### src/rtl/instr_sequencer.sv
// ----------------------------------------------------------------------------
// instr_sequencer
//   Fetch/execute control FSM for the 8-bit core. It steps the external
//   program counter, fetches each instruction from instruction memory,
//   presents it to the decoder for a single execute cycle, and resolves
//   halt / ret / call / branch requests using an internal return stack.
//
// Ports
//   clk, rst            clock; synchronous active-high reset (shared with PC)
//   start               leave IDLE and begin fetching
//   pc_addr             current PC value
//   pc_en               PC increment strobe
//   pc_overwrite        PC load strobe
//   pc_overwrite_data   PC load value (0 whenever pc_overwrite is 0)
//   imem_req            instruction read request, address = pc_addr
//   imem_rdata          instruction read data
//   imem_valid          imem_rdata valid this cycle
//   instr               latched current instruction
//   instr_valid         execute-cycle strobe to the decoder
//   branch_req, call,   control requests from the decoder, sampled in EXEC
//   ret, halt
//   branch_target       jump/call destination
//   busy                state is FETCH or EXEC
//   halted              state is HALT
//   fault               sticky return-stack overflow/underflow
//
// Memory handshake: imem_req stays high for every FETCH cycle; the memory
// answers by raising imem_valid for one cycle with imem_rdata, which is
// captured on that edge. imem_valid is ignored in every other state, and
// there is no timeout while waiting.
// ----------------------------------------------------------------------------
module instr_sequencer #(
  parameter int ADDR_W   = 8,
  parameter int INSTR_W  = 16,
  parameter int RS_DEPTH = 4
) (
  input  logic               clk,
  input  logic               rst,
  input  logic               start,
  input  logic [ADDR_W-1:0]  pc_addr,
  output logic               pc_en,
  output logic               pc_overwrite,
  output logic [ADDR_W-1:0]  pc_overwrite_data,
  output logic               imem_req,
  input  logic [INSTR_W-1:0] imem_rdata,
  input  logic               imem_valid,
  output logic [INSTR_W-1:0] instr,
  output logic               instr_valid,
  input  logic               branch_req,
  input  logic               call,
  input  logic               ret,
  input  logic               halt,
  input  logic [ADDR_W-1:0]  branch_target,
  output logic               busy,
  output logic               halted,
  output logic               fault
);

  localparam int PTR_W = $clog2(RS_DEPTH);
  localparam logic [PTR_W:0] RS_FULL = (PTR_W+1)'(RS_DEPTH);

  typedef enum logic [1:0] {
    ST_IDLE  = 2'd0,
    ST_FETCH = 2'd1,
    ST_EXEC  = 2'd2,
    ST_HALT  = 2'd3
  } state_e;

  state_e             state_q, state_d;
  logic [INSTR_W-1:0] instr_q, instr_d;
  logic               fault_q, fault_d;
  // Stack count: 0 = empty, RS_DEPTH = full; one bit wider than the index.
  logic [PTR_W:0]     sp_q, sp_d;
  logic [ADDR_W-1:0]  rs_q [RS_DEPTH];

  logic               rs_push;
  logic [ADDR_W-1:0]  rs_push_data;
  logic [PTR_W:0]     sp_m1;
  logic               rs_empty;
  logic               rs_full;

  assign sp_m1    = sp_q - 1'b1;
  assign rs_empty = (sp_q == '0);
  assign rs_full  = (sp_q == RS_FULL);

  always_comb begin
    state_d           = state_q;
    instr_d           = instr_q;
    fault_d           = fault_q;
    sp_d              = sp_q;
    rs_push           = 1'b0;
    rs_push_data      = '0;
    pc_en             = 1'b0;
    pc_overwrite      = 1'b0;
    pc_overwrite_data = '0;
    imem_req          = 1'b0;
    instr_valid       = 1'b0;

    case (state_q)
      ST_IDLE: begin
        if (start) state_d = ST_FETCH;
      end

      ST_FETCH: begin
        imem_req = 1'b1;
        if (imem_valid) begin
          instr_d = imem_rdata;
          state_d = ST_EXEC;
        end
      end

      ST_EXEC: begin
        // Control inputs may be combinational from instr; exactly one PC
        // action (or none, when stopping) is issued, priority
        // halt > ret > call > branch_req > sequential.
        instr_valid = 1'b1;
        state_d     = ST_FETCH;
        if (halt) begin
          state_d = ST_HALT;
        end else if (ret) begin
          if (rs_empty) begin
            fault_d = 1'b1;
            state_d = ST_HALT;
          end else begin
            sp_d              = sp_m1;
            pc_overwrite      = 1'b1;
            pc_overwrite_data = rs_q[sp_m1[PTR_W-1:0]];
          end
        end else if (call) begin
          if (rs_full) begin
            fault_d = 1'b1;
            state_d = ST_HALT;
          end else begin
            rs_push           = 1'b1;
            rs_push_data      = pc_addr + ADDR_W'(1);  // wraps 0xFF -> 0x00
            sp_d              = sp_q + 1'b1;
            pc_overwrite      = 1'b1;
            pc_overwrite_data = branch_target;
          end
        end else if (branch_req) begin
          pc_overwrite      = 1'b1;
          pc_overwrite_data = branch_target;
        end else begin
          pc_en = 1'b1;
        end
      end

      ST_HALT: begin
        // Terminal until reset; start is ignored here.
      end

      default: state_d = ST_IDLE;
    endcase
  end

  always_ff @(posedge clk) begin
    if (rst) begin
      state_q <= ST_IDLE;
      instr_q <= '0;
      fault_q <= 1'b0;
      sp_q    <= '0;
    end else begin
      state_q <= state_d;
      instr_q <= instr_d;
      fault_q <= fault_d;
      sp_q    <= sp_d;
    end
  end

  // Stack contents are not reset; only the count is meaningful.
  always_ff @(posedge clk) begin
    if (!rst && rs_push) rs_q[sp_q[PTR_W-1:0]] <= rs_push_data;
  end

  assign instr  = instr_q;
  assign fault  = fault_q;
  assign busy   = (state_q == ST_FETCH) || (state_q == ST_EXEC);
  assign halted = (state_q == ST_HALT);

endmodule
### config.mk
export PLATFORM = sky130hd
export DESIGN_NAME = instr_sequencer
export DESIGN_NICKNAME = d
export VERILOG_FILES = /design/src/rtl/instr_sequencer.sv
export SDC_FILE = /design/constraint.sdc
export NUM_CORES = 1
export LEC_CHECK = 0
export BUFFER_PORTS_ARGS = -buffer_cell sky130_fd_sc_hd__buf_2
export CORE_MARGIN = 1
export CORE_UTILIZATION = 36
export DETAILED_ROUTE_END_ITERATION = 8
export PLACE_DENSITY = 0.57
export SLEW_MARGIN = 20
export SYNTH_ARGS = -nofsm -noshare
export SYNTH_HDL_FRONTEND = slang
export SYNTH_SLANG_ARGS = --single-unit
export TNS_END_PERCENT = 50
### constraint.sdc
create_clock -name clk -period 5.95 [get_ports clk]
set_clock_uncertainty 0.2 [all_clocks]
set_input_delay 1.19 -clock clk [delete_from_list [all_inputs] [get_ports clk]]
set_output_delay 1.19 -clock clk [all_outputs]
set_load 0.005 [all_outputs]
==> impl_metrics.csv <==
group,metric,value,unit
outcome,status,"complete, no violations",
die,core_area,0.00679,sq mm
clocking,clk_latency,300,ps
setup_path,arrival,2680,ps
pwr,p_leak,1.22,nW
die,ioPinCount,71,
drt,routed_via_density,4.65,
timing,setup_viol,0,
setup_path,crit_required,4560,ps
global_routing,grt_overflow,0,
layout,nNetsFinal,341,
drt,drt-total-wl,4870,um
logic_synthesis,yosysTopAreaCellShare,38.1,%
timing,period_share,68.3,%
layout,instances_no_fill,386,
layout,antennaDiodeCount,0,
global_routing,top_usage_layer,"met2",
placement,portBuffers,70,
logic_synthesis,synthesis.area,0.00252,sq mm
drt,dr.pass1.iters,4,
setup_path,worstSetupPathType,"flop to primary output",
logic_synthesis,avgSynthCellArea,11.4,sq um
setup_path,cp-start-kind,"flop",
drt,vias,1794,
logic_synthesis,ys_ff_latch,54,
global_routing,met2_usage,22.3,%
clocking,cts_root_buffer,"clkbuf_8",
global_routing,grt_max_degree,27,
timing,slew_headroom,57.2,%
global_routing,grt_pass1_vias,1597,
clocking,post-cts-setup-buffers,0,
setup_path,cp-end-kind,"primary output",
timing,worst_pin_slew,641,ps
drt,drt_iter0_drc,62,
setup_path,path_cells,"inv_1 > ha_1 > a311o_1 > nor2_2 > o2bb2ai_1 > buf_2",
layout,area_delta_synth_final,21.4,%
logic_synthesis,seq_area_frac_synth,55.6,%
global_routing,grt_usage,13.5,%
drt,routedWlPerCell,12.6,um
hold_path,hold_path.class,"flop to flop",
die,fp.dieArea,0.00734,sq mm
timing,period_needed,4070,ps
logic_synthesis,yosysWarnings,0,
timing,fin_tns_setup,0,ps
clocking,cts_made_buffers,5,
clocking,cts.path.max_buffers,2,
pwr,power,0.723,mW
logic_synthesis,syn_nets,273,
global_routing,grtUsageMet1,18.2,%
setup_path,critPathMaxStageDelay,740,ps
pwr,irDropWorstVdd,0.147,mV
clocking,clkTransAtPathRegs,90,ps
die,die_x,85.7,um
logic_synthesis,synth_flop_cell,"edfxtp_1",
setup_path,cp_max_fo,11,
placement,hpwl,3490,um
timing,rsz0062_at_grt,"no",
layout,final_layout_size_suffix_gt1_share,31.4,%
layout,fillers,664,
placement,placed_cells,378,
timing,hold_violations,0,
timing,drv_slew,0,
clocking,htreeDepth,2,
layout,post-route-util,45.1,%
placement,gp_congestion,0.729,
pwr,power.density,236,mW/mm^2
setup_path,critPathBufInv,2,
clocking,cts_hold_buf,0,
clocking,cts_tree,"yes",
logic_synthesis,synth_commonest_cells,"nand2_1, edfxtp_1, dfxtp_1, inv_1, a21oi_1",
timing,whs,255,ps
logic_synthesis,yosys.area.top_type,"edfxtp_1",
global_routing,grt_pass1_wl,7670,um
job,drv_cap,0,
logic_synthesis,yosysMostFrequentCell,"nand2_1",
global_routing,grt_use_met3,2.60,%
logic_synthesis,ys_top_cells_by_area,"edfxtp_1, dfxtp_1, mux4_2, ha_1, nand2_1",
drt,drc,0,
logic_synthesis,synth_cell_types,37,
global_routing,antenna_found_initial,0,
drt,ant_nets,0,
logic_synthesis,async_flop_share,0,%
setup_path,path_delay_family,"flip-flops",
logic_synthesis,synth_edf_count,32,
timing,fmax,0.246,GHz
logic_synthesis,netlist_instances,221,
die,start_util,37.1,%
clocking,cts.sinks,54,
die,fp-row-count,30,
clocking,cts_resized,0,
die,die_h,85.7,um
setup_path,cp_slowest_cell,"dfxtp_1",
worst min-delay path, cell delays in order, from the launching register on:
cell	delay, ps
dfxtp_1	320
nand2_1	50
a21oi_1	50
metal layers:
metal | share of wire (%) | vias up
met5 | 0 | -
met4 | 0.47 | 0
met3 | 3.6 | 2
met2 | 48 | 37
met1 | 48 | 842
li1 | - | 913
flip-flops by register name, summed over array words and instances (netlist names):
register	flops
fault	1
instr	16
rs_q	32
sp_q	3
state_q	2
cells in the final DEF, fill, tap and decap left out, types with 2 or more instances in the layout:
cell,instances
nor2_2,2
buf_2,70
o2bb2ai_1,8
edfxtp_1,32
dfxtp_1,22
nand2b_1,2
and3_1,3
ha_1,12
o21ai_0,2
a21oi_1,17
nor2b_1,2
nand3_1,5
a211oi_1,2
nor3_1,2
nor2_1,14
and2_1,4
xnor2_1,2
nand2_1,34
clkbuf_8,5
mux4_2,8
xor2_1,6
inv_1,18
cell families (layout without fill, tap and decap cells):
kind of cell,count (synthesis),in the layout,synth area share (%)
compound gates,37,37,10.0
xor+xnor,8,8,2.78
fa+ha+maj,12,12,5.96
simple gates,73,73,13.5
mux,9,9,7.59
flops,54,54,55.6
buf+inv,28,97,4.57
through the flow:
step	setup WS [ps]	instance area [sq um]
after floorplan	2540	2520
after global placement	2190	2950
after detailed placement	2150	2950
after CTS	1800	3060
after global routing	1620	3060
final	1880	3060
report_power, final:
group	internal [mW]	switching, mW
logic	0.0327	0.0394
registers	0.400	0.00611
clock network	0.131	0.113
total	0.564	0.159
final timing paths:
| kind | to | depth (start not counted) | start | slack [ps] |
|---|---|---|---|---|
| worst min-delay path | instr[12] | 2 | instr[12] | 250 |
| worst max-delay path | pc_overwrite_data[4] | 6 | sp_q[0] | 1880 |
| worst min register to register | instr[12] | 2 | instr[12] | 250 |
| worst max register to register | rs_q[2][0] | 6 | sp_q[0] | 2910 |
final cells by class:
cell class,instances,area [sq um],share of cell area (%)
sequential,54,1400,45.8
multi-input combinational,139,1000,32.8
timing repair buffer,71,358,11.7
tap,96,120,3.92
clock buffer,7,80.1,2.62
inverter,18,67.6,2.21
clock inverter,1,30.0,0.981
(Power assumes the default switching activity.)
